**config.mk**
```make
export PLATFORM = sky130hd
export DESIGN_NAME = lfsr_rng_multi
export DESIGN_NICKNAME = d
export VERILOG_FILES = /design/src/rtl/lfsr_rng_multi.sv
export SDC_FILE = /design/constraint.sdc
export NUM_CORES = 1
export LEC_CHECK = 0
export CAP_MARGIN = 10
export CORE_UTILIZATION = 50
export CTS_BUF_LIST = sky130_fd_sc_hd__clkbuf_16
export DETAILED_ROUTE_END_ITERATION = 12
export DONT_BUFFER_PORTS = 1
export PLACE_DENSITY = 0.69
export SETUP_SLACK_MARGIN = 0.02
export SYNTH_ARGS = -nofsm -noshare
export SYNTH_HDL_FRONTEND = slang
export SYNTH_SLANG_ARGS = --single-unit
export TNS_END_PERCENT = 100
```
**constraint.sdc**
```tcl
create_clock -name clk -period 3.8 [get_ports clk]
set_input_delay 0.76 -clock clk [delete_from_list [all_inputs] [get_ports clk]]
set_output_delay 0.76 -clock clk [all_outputs]
set_load 0.01 [all_outputs]
```
**src/rtl/lfsr_rng_multi.sv**
```systemverilog
// Multi-channel Galois LFSR random source with warm-up, decimation by STEPS and a valid/ready output.
// Build option LFSR_RNG_LEAP_EN: apply all STEPS shifts in one cycle (one word per advancing cycle).
module lfsr_rng_multi #(
  parameter int unsigned    LEN         = 16,
  parameter logic [LEN-1:0] TAPS        = 16'hB400,
  parameter int unsigned    CHANNELS    = 4,
  parameter int unsigned    OUT_W       = 8,
  parameter int unsigned    STEPS       = 8,
  parameter int unsigned    WARMUP      = 32,
  parameter logic [LEN-1:0] SEED_STRIDE = 16'h9E37
) (
  input  logic                      clk,
  input  logic                      rst,
  input  logic                      en,
  input  logic                      reseed,
  input  logic [LEN-1:0]            seed,
  input  logic                      out_ready,
  output logic                      out_valid,
  output logic [CHANNELS*OUT_W-1:0] out_data,
  output logic                      warm,
  output logic                      lockup
);

  localparam int unsigned DW  = CHANNELS * OUT_W;
  localparam int unsigned SCW = (STEPS > 1) ? $clog2(STEPS) : 1;
  localparam int unsigned WCW = (WARMUP > 0) ? $clog2(WARMUP + 1) : 1;

  typedef enum logic {ST_WARM, ST_RUN} state_t;

  state_t           state_q, state_d;
  logic [LEN-1:0]   lfsr_q [CHANNELS];
  logic [LEN-1:0]   lfsr_d [CHANNELS];
  logic [SCW-1:0]   step_cnt_q, step_cnt_d;
  logic [WCW-1:0]   warm_cnt_q, warm_cnt_d;
  logic             out_valid_d;
  logic [DW-1:0]    out_data_d;
  logic             lockup_d;
  logic             any_zero;
  logic             xfer;
  logic             adv;

  function automatic logic [LEN-1:0] lfsr_step(input logic [LEN-1:0] s);
    return {1'b0, s[LEN-1:1]} ^ (s[0] ? TAPS : '0);
  endfunction

  // Per-channel seed: zero seed selects all-ones; a zero result is also forced to all-ones
  function automatic logic [LEN-1:0] seed_of(input logic [LEN-1:0] sd, input int unsigned k);
    logic [LEN-1:0] base;
    logic [LEN-1:0] v;
    base = (sd == '0) ? '1 : sd;
    v    = base ^ (LEN'(k) * SEED_STRIDE);
    return (v == '0) ? '1 : v;
  endfunction

`ifdef LFSR_RNG_LEAP_EN
  int unsigned rem;
  int unsigned shifts;

  // Unrolled STEPS-deep chain; only the first n stages take effect
  function automatic logic [LEN-1:0] lfsr_leap(input logic [LEN-1:0] s, input int unsigned n);
    logic [LEN-1:0] v;
    v = s;
    for (int unsigned i = 0; i < STEPS; i++) begin
      if (i < n) v = lfsr_step(v);
    end
    return v;
  endfunction
`endif

  assign xfer = out_valid && out_ready;
  assign adv  = en && (!out_valid || out_ready);

  always_comb begin
    state_d     = state_q;
    lfsr_d      = lfsr_q;
    step_cnt_d  = step_cnt_q;
    warm_cnt_d  = warm_cnt_q;
    out_valid_d = out_valid;
    out_data_d  = out_data;
    lockup_d    = lockup;
    any_zero    = 1'b0;
    for (int k = 0; k < CHANNELS; k++) begin
      if (lfsr_q[k] == '0) any_zero = 1'b1;
    end
`ifdef LFSR_RNG_LEAP_EN
    rem    = WARMUP - 32'(warm_cnt_q);
    shifts = (rem < STEPS) ? rem : STEPS;
`endif

    if (rst || reseed) begin
      for (int k = 0; k < CHANNELS; k++) lfsr_d[k] = seed_of(seed, k);
      step_cnt_d  = '0;
      warm_cnt_d  = '0;
      out_valid_d = 1'b0;
      out_data_d  = '0;
      lockup_d    = rst ? 1'b0 : lockup;
      state_d     = (WARMUP > 0) ? ST_WARM : ST_RUN;
    end else if (any_zero) begin
      // all-zero is a fixed point of the step; repair it before anything else moves
      for (int k = 0; k < CHANNELS; k++) begin
        if (lfsr_q[k] == '0) lfsr_d[k] = '1;
      end
      lockup_d = 1'b1;
      if (xfer) out_valid_d = 1'b0;
    end else begin
      if (xfer) out_valid_d = 1'b0;
      case (state_q)
        ST_WARM: begin
          if (en) begin
`ifdef LFSR_RNG_LEAP_EN
            for (int k = 0; k < CHANNELS; k++) lfsr_d[k] = lfsr_leap(lfsr_q[k], shifts);
            warm_cnt_d = warm_cnt_q + WCW'(shifts);
            if (rem <= STEPS) begin
              state_d    = ST_RUN;
              step_cnt_d = '0;
            end
`else
            for (int k = 0; k < CHANNELS; k++) lfsr_d[k] = lfsr_step(lfsr_q[k]);
            warm_cnt_d = warm_cnt_q + WCW'(1);
            if (warm_cnt_q == WCW'(WARMUP - 1)) begin
              state_d    = ST_RUN;
              step_cnt_d = '0;
            end
`endif
          end
        end
        default: begin
          if (adv) begin
`ifdef LFSR_RNG_LEAP_EN
            for (int k = 0; k < CHANNELS; k++) begin
              lfsr_d[k] = lfsr_leap(lfsr_q[k], STEPS);
              out_data_d[k*OUT_W +: OUT_W] = lfsr_d[k][OUT_W-1:0];
            end
            step_cnt_d  = '0;
            out_valid_d = 1'b1;
`else
            for (int k = 0; k < CHANNELS; k++) lfsr_d[k] = lfsr_step(lfsr_q[k]);
            if (step_cnt_q == SCW'(STEPS - 1)) begin
              step_cnt_d  = '0;
              out_valid_d = 1'b1;
              for (int k = 0; k < CHANNELS; k++) begin
                out_data_d[k*OUT_W +: OUT_W] = lfsr_d[k][OUT_W-1:0];
              end
            end else begin
              step_cnt_d = step_cnt_q + SCW'(1);
            end
`endif
          end
        end
      endcase
    end
  end

  // State and output registers; synchronous reset is resolved in the next-state logic
  always_ff @(posedge clk) begin
    state_q    <= state_d;
    lfsr_q     <= lfsr_d;
    step_cnt_q <= step_cnt_d;
    warm_cnt_q <= warm_cnt_d;
    out_valid  <= out_valid_d;
    out_data   <= out_data_d;
    lockup     <= lockup_d;
    warm       <= (state_d == ST_WARM);
  end

endmodule

```
* Word-level counts from Yosys, hierarchy flattened
Index checks and enable logic that the tools add are counted.
W data, S select, Z words.
** Operators by class
- Add/subtract/negate cells :: 2
- Eq/ne operators :: 9
- Mux-type cells :: 40
- Bitwise logic cells :: 10
- Reduce and logical (&&, ||, !) cells :: 26
** Operators by type and width (number)
- $mux W64 :: 5
- $mux W16 :: 13
- $logic_not A16 Y1 :: 9
- $xor A15 B16 Y16 :: 4
- $not A9 Y9 :: 2
- $mux W1 :: 17
- $mux W3 :: 5
- $reduce_and A3 Y1 :: 5
- $ne A3 B1 Y1 const B :: 4
- $not A10 Y10 :: 1
- $reduce_and A4 Y1 :: 2
- $add A6 B1 Y6 const B :: 1
- $eq A6 B5 Y1 const B :: 1
- $reduce_bool A2 Y1 :: 3
- $ne A4 B1 Y1 const B :: 1
- $reduce_bool A4 Y1 :: 1
- $add A3 B1 Y3 const B :: 1
- $eq A3 B3 Y1 const B :: 1
- $not A1 Y1 :: 3
- $logic_and A1 B1 Y1 :: 2
- $logic_or A1 B1 Y1 :: 2
- $ne A2 B1 Y1 const B :: 1
- $ne A2 B2 Y1 const B :: 1
- $reduce_and A2 Y1 :: 1
- $logic_not A1 Y1 :: 1
** Storage, ports and cells
- Flip-flop bits (word level) :: 109
- Input port bits :: 21
- Output and inout bits :: 35
- Word-level logic and storage cells :: 98

* Logic depth before layout (Yosys ltp)
Gate-level depths: netlist of run 1.
- Depth after elaboration :: 8
- Mapped depth :: 8

* Worst setup path after synthesis of run 1
Ideal clock, no wire load.
- Kind :: input-to-reg
- Start point :: input reseed
- End point :: register lfsr_q[0] (netlist bit) (enable)
- Setup time :: 422 ps
- Data arrival time :: 2169 ps
- Path slack :: 1210 ps
- Stages on the path :: 5
- Buffers on the path :: 2
- Cells stage by stage :: or2_2 buf_2 inv_1 clkbuf_1 o211ai_1
** Between the ends
- Cells in the longest elaborated chain, start to end :: 3
** Ends and longest elaborated chain
- from (decl) :: line 15 : input logic reseed,
- $logic_or A1 B1 Y1 * :: line 90 : if (rst || reseed) begin
- $ne A4 B1 Y1 (no line), or another cell as far along
- $reduce_and A3 Y1 (no line) *
- to (signal assigned) :: line 157 : lfsr_q <= lfsr_d;
- to (decl) :: line 31 : logic [LEN-1:0] lfsr_q [CHANNELS];
Every way passes the cells marked *; elsewhere a longest branch is shown, timed or not.
A chain may end at the register's enable or synchronous reset.

==> impl_metrics.json, run 1 <==
{
  "hpwl_um": 8700,
  "wl_per_cell_um": 22.8,
  "post_synth_num_cell_types": 44,
  "max_freq_mhz": 368,
  "fin_util": 0.548,
  "start_kind": "flop",
  "cts_tree": "done",
  "cts_resized": 0,
  "peakVddDrop_v": 0.000220,
  "clk_transition_reported_paths_ns": 0.07,
  "yosys.area.top_type": "edfxtp_1",
  "endpoint_kind": "flop",
  "rows": 36,
  "clock-sinks": 109,
  "synthArstFlopShare": 0,
  "clockBufferDepth": 2,
  "rsz0062_at_grt": "no",
  "place_ws_ns": 0.946,
  "dr_total_vias": 3872,
  "synth_nets": 476,
  "yosysSeqAreaShare": 0.565,
  "path_max_fanout": 45,
  "fin_crit_ns": 2.72,
  "fp.dieArea_sq_um": 10400,
  "synth_flop_cell": "edfxtp_1",
  "post_cts_buffers": 0,
  "synth.top_cells.by_area": "edfxtp_1 (39%), dfxtp_1 (18%), o22a_1 (7.2%)",
  "root_buffer": "clkbuf_16",
  "fin_ws_ns": 1.08,
  "syn-instance-count": 452,
  "grt_pass1_vias": 3541,
  "powerDensity_nw_per_um2": 485,
  "fin_worst_skew_ns": 0.00535,
  "placed_area_sq_um": 5000,
  "seq_area_sq_um": 2830,
  "route.detailed.drc": 0,
  "die_y_um": 102,
  "multi_input_area_sq_um": 1950,
  "yosysMostFrequentCell": "edfxtp_1",
  "cts_buffers": 9,
  "total_power_mw": 2.58,
  "drt_wl_total_um": 13000,
  "n_antenna_cell": 0,
  "drv_cap": 0,
  "firstDrtPassIters": 5,
  "synth_edf_count": 65,
  "io_buffer_count": 0,
  "stdcell_area_sq_um": 5330,
  "grt_pass1_wl_um": 20000,
  "area_growth_pct": 6.34,
  "io_pins": 56,
  "critical_path_buf_inv_count": 1,
  "slowest_stage": "nor4_1",
  "postCtsHoldBufs": 0,
  "crit_required_ns": 3.98,
  "start_util": 0.515,
  "worstSkewPairLatency_ns": 0.35,
  "grt_util_all_layers": 0.260,
  "worst_pin_slew_ns": 1.08,
  "drt_iter0_drc": 300,
  "ys_ff_latch": 109,
  "fin_tns_setup_ns": 0,
  "nets": 455,
  "htreeDepth": 3,
  "antenna_found_initial": 0,
  "coreArea_sq_um": 9730,
  "fill_cells": 843,
  "synth_commonest_cells": "edfxtp_1 (65), o21ai_0 (48), dfxtp_1 (44)",
  "crit_chain": "nor4_1 -> nand4_1 -> nand4_2 -> buf_4 -> nor2_1 -> a22oi_1",
  "power.leakage_nw": 1.70,
  "max_slew_margin": 0.282,
  "report.final.slew_viol_count": 0,
  "crit_family": "simple AND/OR/NAND/NOR gates",
  "detail-route-antenna-nets": 0,
  "max_stage_delay_ns": 0.57,
  "outcome": "complete, no violations",
  "ys_warn_count": 0,
  "grt_max_degree": 53,
  "cp.arrival_ns": 2.90,
  "overflow": 0,
  "synth_top_area_frac": 0.389,
  "finalSetupViolations": 0,
  "place_congestion": 0.837,
  "syn_area_per_cell_sq_um": 11.1,
  "synth_area_sq_um": 5010,
  "vias_per_cell": 6.80,
  "hold_class": "flop to flop",
  "drive_above_1_share": 0.0711,
  "hold_violations": 0,
  "die_x_um": 102,
  "fin_crit_sh": 0.715,
  "worstSetupPathType": "flop to flop"
}
routing by layer:
layer,wire (um),global-route usage,vias up
met2,5950,0.385,193
met3,1050,0.0705,35
met4,335,0.0978,0
li1,-,-,1729
met5,0,0,-
met1,5630,0.364,1915
cells in the final DEF, fill, tap and decap left out, types with 2 or more instances in the layout:
cell / netlist / final
a21oi_1: 42 / 42
a22oi_1: 8 / 8
and3_1: 3 / 3
and4_1: 2 / 2
buf_4: 2 / 7
clkbuf_16: 0 / 11
clkinv_2: 0 / 2
dfxtp_1: 44 / 44
edfxtp_1: 65 / 65
ha_1: 3 / 3
mux2i_1: 3 / 3
nand2_1: 14 / 14
nand2b_1: 3 / 3
nand3_1: 39 / 39
nand4_1: 8 / 8
nand4b_1: 2 / 2
nor2_1: 17 / 17
nor2b_1: 2 / 2
nor3_1: 5 / 5
nor4_1: 17 / 17
o21a_1: 4 / 4
o21ai_0: 48 / 48
o22a_1: 41 / 41
o32a_1: 11 / 11
or3_1: 4 / 4
xnor2_1: 12 / 12
tightest hold or removal path: stages (launching register included):
cell     delay, ns
dfxtp_1       0.32
nand2_1       0.06
mux2i_1       0.05
where the power goes:
part | switching, mW | total [mW] | internal (mW)
Combinational | 0.0864 | 0.161 | 0.0750
Sequential | 0.0663 | 1.40 | 1.34
Clock | 0.430 | 1.02 | 0.590
per-stage QoR:
| stage | instances | hold slack, ns |
|---|---|---|
| after floorplan | 452 | 0.442 |
| after global placement | 553 | 0.449 |
| after detailed placement | 553 | 0.468 |
| after CTS | 569 | 0.478 |
| after global routing | 569 | 0.503 |
| final | 569 | 0.473 |
cells by family after synthesis:
kind of cell	after synthesis	share of synthesized area
AOI/OAI and AO/OA	161	0.215
xor gates and xnor gates	12	0.0210
adders and majority gates	3	0.00749
buffers and inverters	40	0.0464
DFF	109	0.565
muxes	3	0.00599
and+or+nand+nor	124	0.139
final cells by class:
type | instances | share of cell area
clock buffer | 11 | 0.0516
clock inverter | 5 | 0.00986
inverter | 1 | 0.000704
multi-input combinational | 303 | 0.365
sequential | 109 | 0.531
tap | 133 | 0.0312
timing repair buffer | 7 | 0.00986
path summary, 6_finish.rpt:
| kind | endpoint | cells past startpoint | from | slack [ns] |
|---|---|---|---|---|
| max | lfsr_q[26] | 6 | lfsr_q[0] | 1.08 |
| min | step_cnt_q[2] | 2 | step_cnt_q[2] | 0.47 |
| max reg2reg | lfsr_q[26] | 6 | lfsr_q[0] | 1.08 |
| min reg2reg | step_cnt_q[2] | 2 | step_cnt_q[2] | 0.47 |
sequential cells by signal, summed over array words and instances, names as in the netlist:
name and flops:
lfsr_q 64, out_data 32, warm_cnt_q 6, step_cnt_q 3, lockup 1, out_valid 1, state_q 1, warm 1
Power figures use the tool's default switching activity.
==> run 2, diff against run 1 <==
Clock period 3.8 ns to 2.8 ns, I/O delays scaled along.
==> impl_metrics.json, run 2 (synthesized netlist as in run 1, its figures left out) <==
{
  "outcome": "complete, no violations",
  "top_register": "lfsr_q",
  "area_growth_pct": 6.39,
  "postCtsHoldBufs": 0,
  "rows": 36,
  "hold_class": "primary input to flop",
  "stdcell_area_sq_um": 5330,
  "cp.arrival_ns": 2.42,
  "hpwl_um": 8510,
  "placedCellCount": 559,
  "max_freq_mhz": 421,
  "cp.depth": 5,
  "antenna_found_initial": 0,
  "root_buffer": "clkbuf_16",
  "worstSetupPathType": "flop to flop",
  "fin_cells": 575,
  "die_y_um": 102,
  "worst_pin_slew_ns": 0.937,
  "n_antenna_cell": 0,
  "seq_area_sq_um": 2830,
  "io_pins": 56,
  "multi_input_area_sq_um": 1950,
  "slowest_stage": "edfxtp_1",
  "drv_cap": 0,
  "placed_area_sq_um": 5050,
  "clock-sinks": 109,
  "nets": 461,
  "max_slew_margin": 0.373,
  "critical_path_buf_inv_count": 1,
  "r2r_start": "lfsr_q[48]",
  "peakVddDrop_v": 0.000293,
  "reg_top3": "lfsr_q x64, out_data x32, warm_cnt_q x6",
  "largest_reg_flops": 64,
  "grt_pass1_vias": 3420,
  "fin_crit_sh": 0.848,
  "overflow": 0,
  "worstSkewPairLatency_ns": 0.35,
  "grt_util_all_layers": 0.244,
  "route.detailed.drc": 0,
  "endpoint_kind": "flop",
  "fin_ws_ns": 0.424,
  "drive_above_1_share": 0.0814,
  "final_common_cell": "edfxtp_1",
  "place_ws_ns": 0.303,
  "fin_crit_ns": 2.38,
  "powerDensity_nw_per_um2": 627,
  "fp.dieArea_sq_um": 10400,
  "fill_cells": 859,
  "firstDrtPassIters": 4,
  "whs_ns": 0.413,
  "crit_required_ns": 2.85,
  "drt_iter0_drc": 274,
  "htreeDepth": 3,
  "grt_max_degree": 53,
  "power.leakage_nw": 1.71,
  "start_kind": "flop",
  "cts_resized": 0,
  "max_stage_delay_ns": 0.51,
  "mostFrequentLayoutCells": "edfxtp_1 (65), o21ai_0 (48), dfxtp_1 (44)",
  "report.final.slew_viol_count": 0,
  "finalSetupViolations": 0,
  "min_from": "seed[9]",
  "drt_wl_total_um": 12300,
  "path_max_fanout": 36,
  "fin_util": 0.548,
  "die_x_um": 102,
  "grt_pass1_wl_um": 19100,
  "start_util": 0.515,
  "post_cts_buffers": 0,
  "wl_per_cell_um": 21.4,
  "hold_path_depth": 1,
  "cts_buffers": 9,
  "vias_per_cell": 6.50,
  "r2r_cells": 5,
  "fin_tns_setup_ns": 0,
  "fin_worst_skew_ns": 0.0137,
  "clk_transition_reported_paths_ns": 0.08,
  "rsz0062_at_grt": "no",
  "io_buffer_count": 0,
  "dr_total_vias": 3736,
  "crit_chain": "nor4_1 -> nand4_1 -> and4_1 -> buf_4 -> o21bai_1",
  "place_congestion": 0.843,
  "clockBufferDepth": 2,
  "detail-route-antenna-nets": 0,
  "hold_violations": 0,
  "r2r_end": "lockup",
  "coreArea_sq_um": 9730,
  "reg2reg_slack_ns": 0.42,
  "cts_tree": "done",
  "total_power_mw": 3.34,
  "crit_family": "simple AND/OR/NAND/NOR gates",
  "holdPathEnd": "lfsr_q[25]"
}
==> run 2: cell count changes in the layout (fill, tap and decap cells not counted), sizes merged <==
cell / previous run / this run
buf: 7 / 13
bufinv: 1 / 0
inv: 3 / 5
clkinv: 2 / 3
clkbuf: 11 / 9
==> run 2: layout make-up <==
class,instances,share of cell area
Sequential cell,109,0.531
Multi-Input combinational cell,303,0.365
Clock inverter,7,0.0113
Timing Repair Buffer,13,0.0183
Inverter,1,0.000704
Clock buffer,9,0.0422
Tap cell,133,0.0312
==> run 2: layer usage <==
metal / part of all wire / wire length [um] / global-route usage
met2: 0.46 / 5710 / 0.367
met3: 0.072 / 892 / 0.0390
met1: 0.45 / 5520 / 0.359
met4: 0.016 / 192 / 0.0846
met5: 0 / 0 / 0
==> run 2: power by group <==
part           total, mW  internal [mW]  switching (mW)
registers           1.90           1.81          0.0856
clock network       1.23          0.619           0.608
logic              0.217          0.104           0.112
total               3.34           2.54           0.806
==> run 2: worst max-delay path by stage <==
stage,start,slack [ns],endpoint
finish,lfsr_q[48],0.42,lockup
global route,lfsr_q[48],0.30,lockup
CTS,lfsr_q[48],0.45,lockup
detailed placement,seed[2],0.30,lfsr_q[2]
global placement,seed[2],0.33,lfsr_q[2]
floorplan,reseed,0.41,lfsr_q[0]
==> run 2: worst register-to-register path, stage by stage (launching register included) <==
cell and delay, ns:
edfxtp_1 0.51, nor4_1 0.43, nand4_1 0.32, and4_1 0.35, buf_4 0.28, o21bai_1 0.19
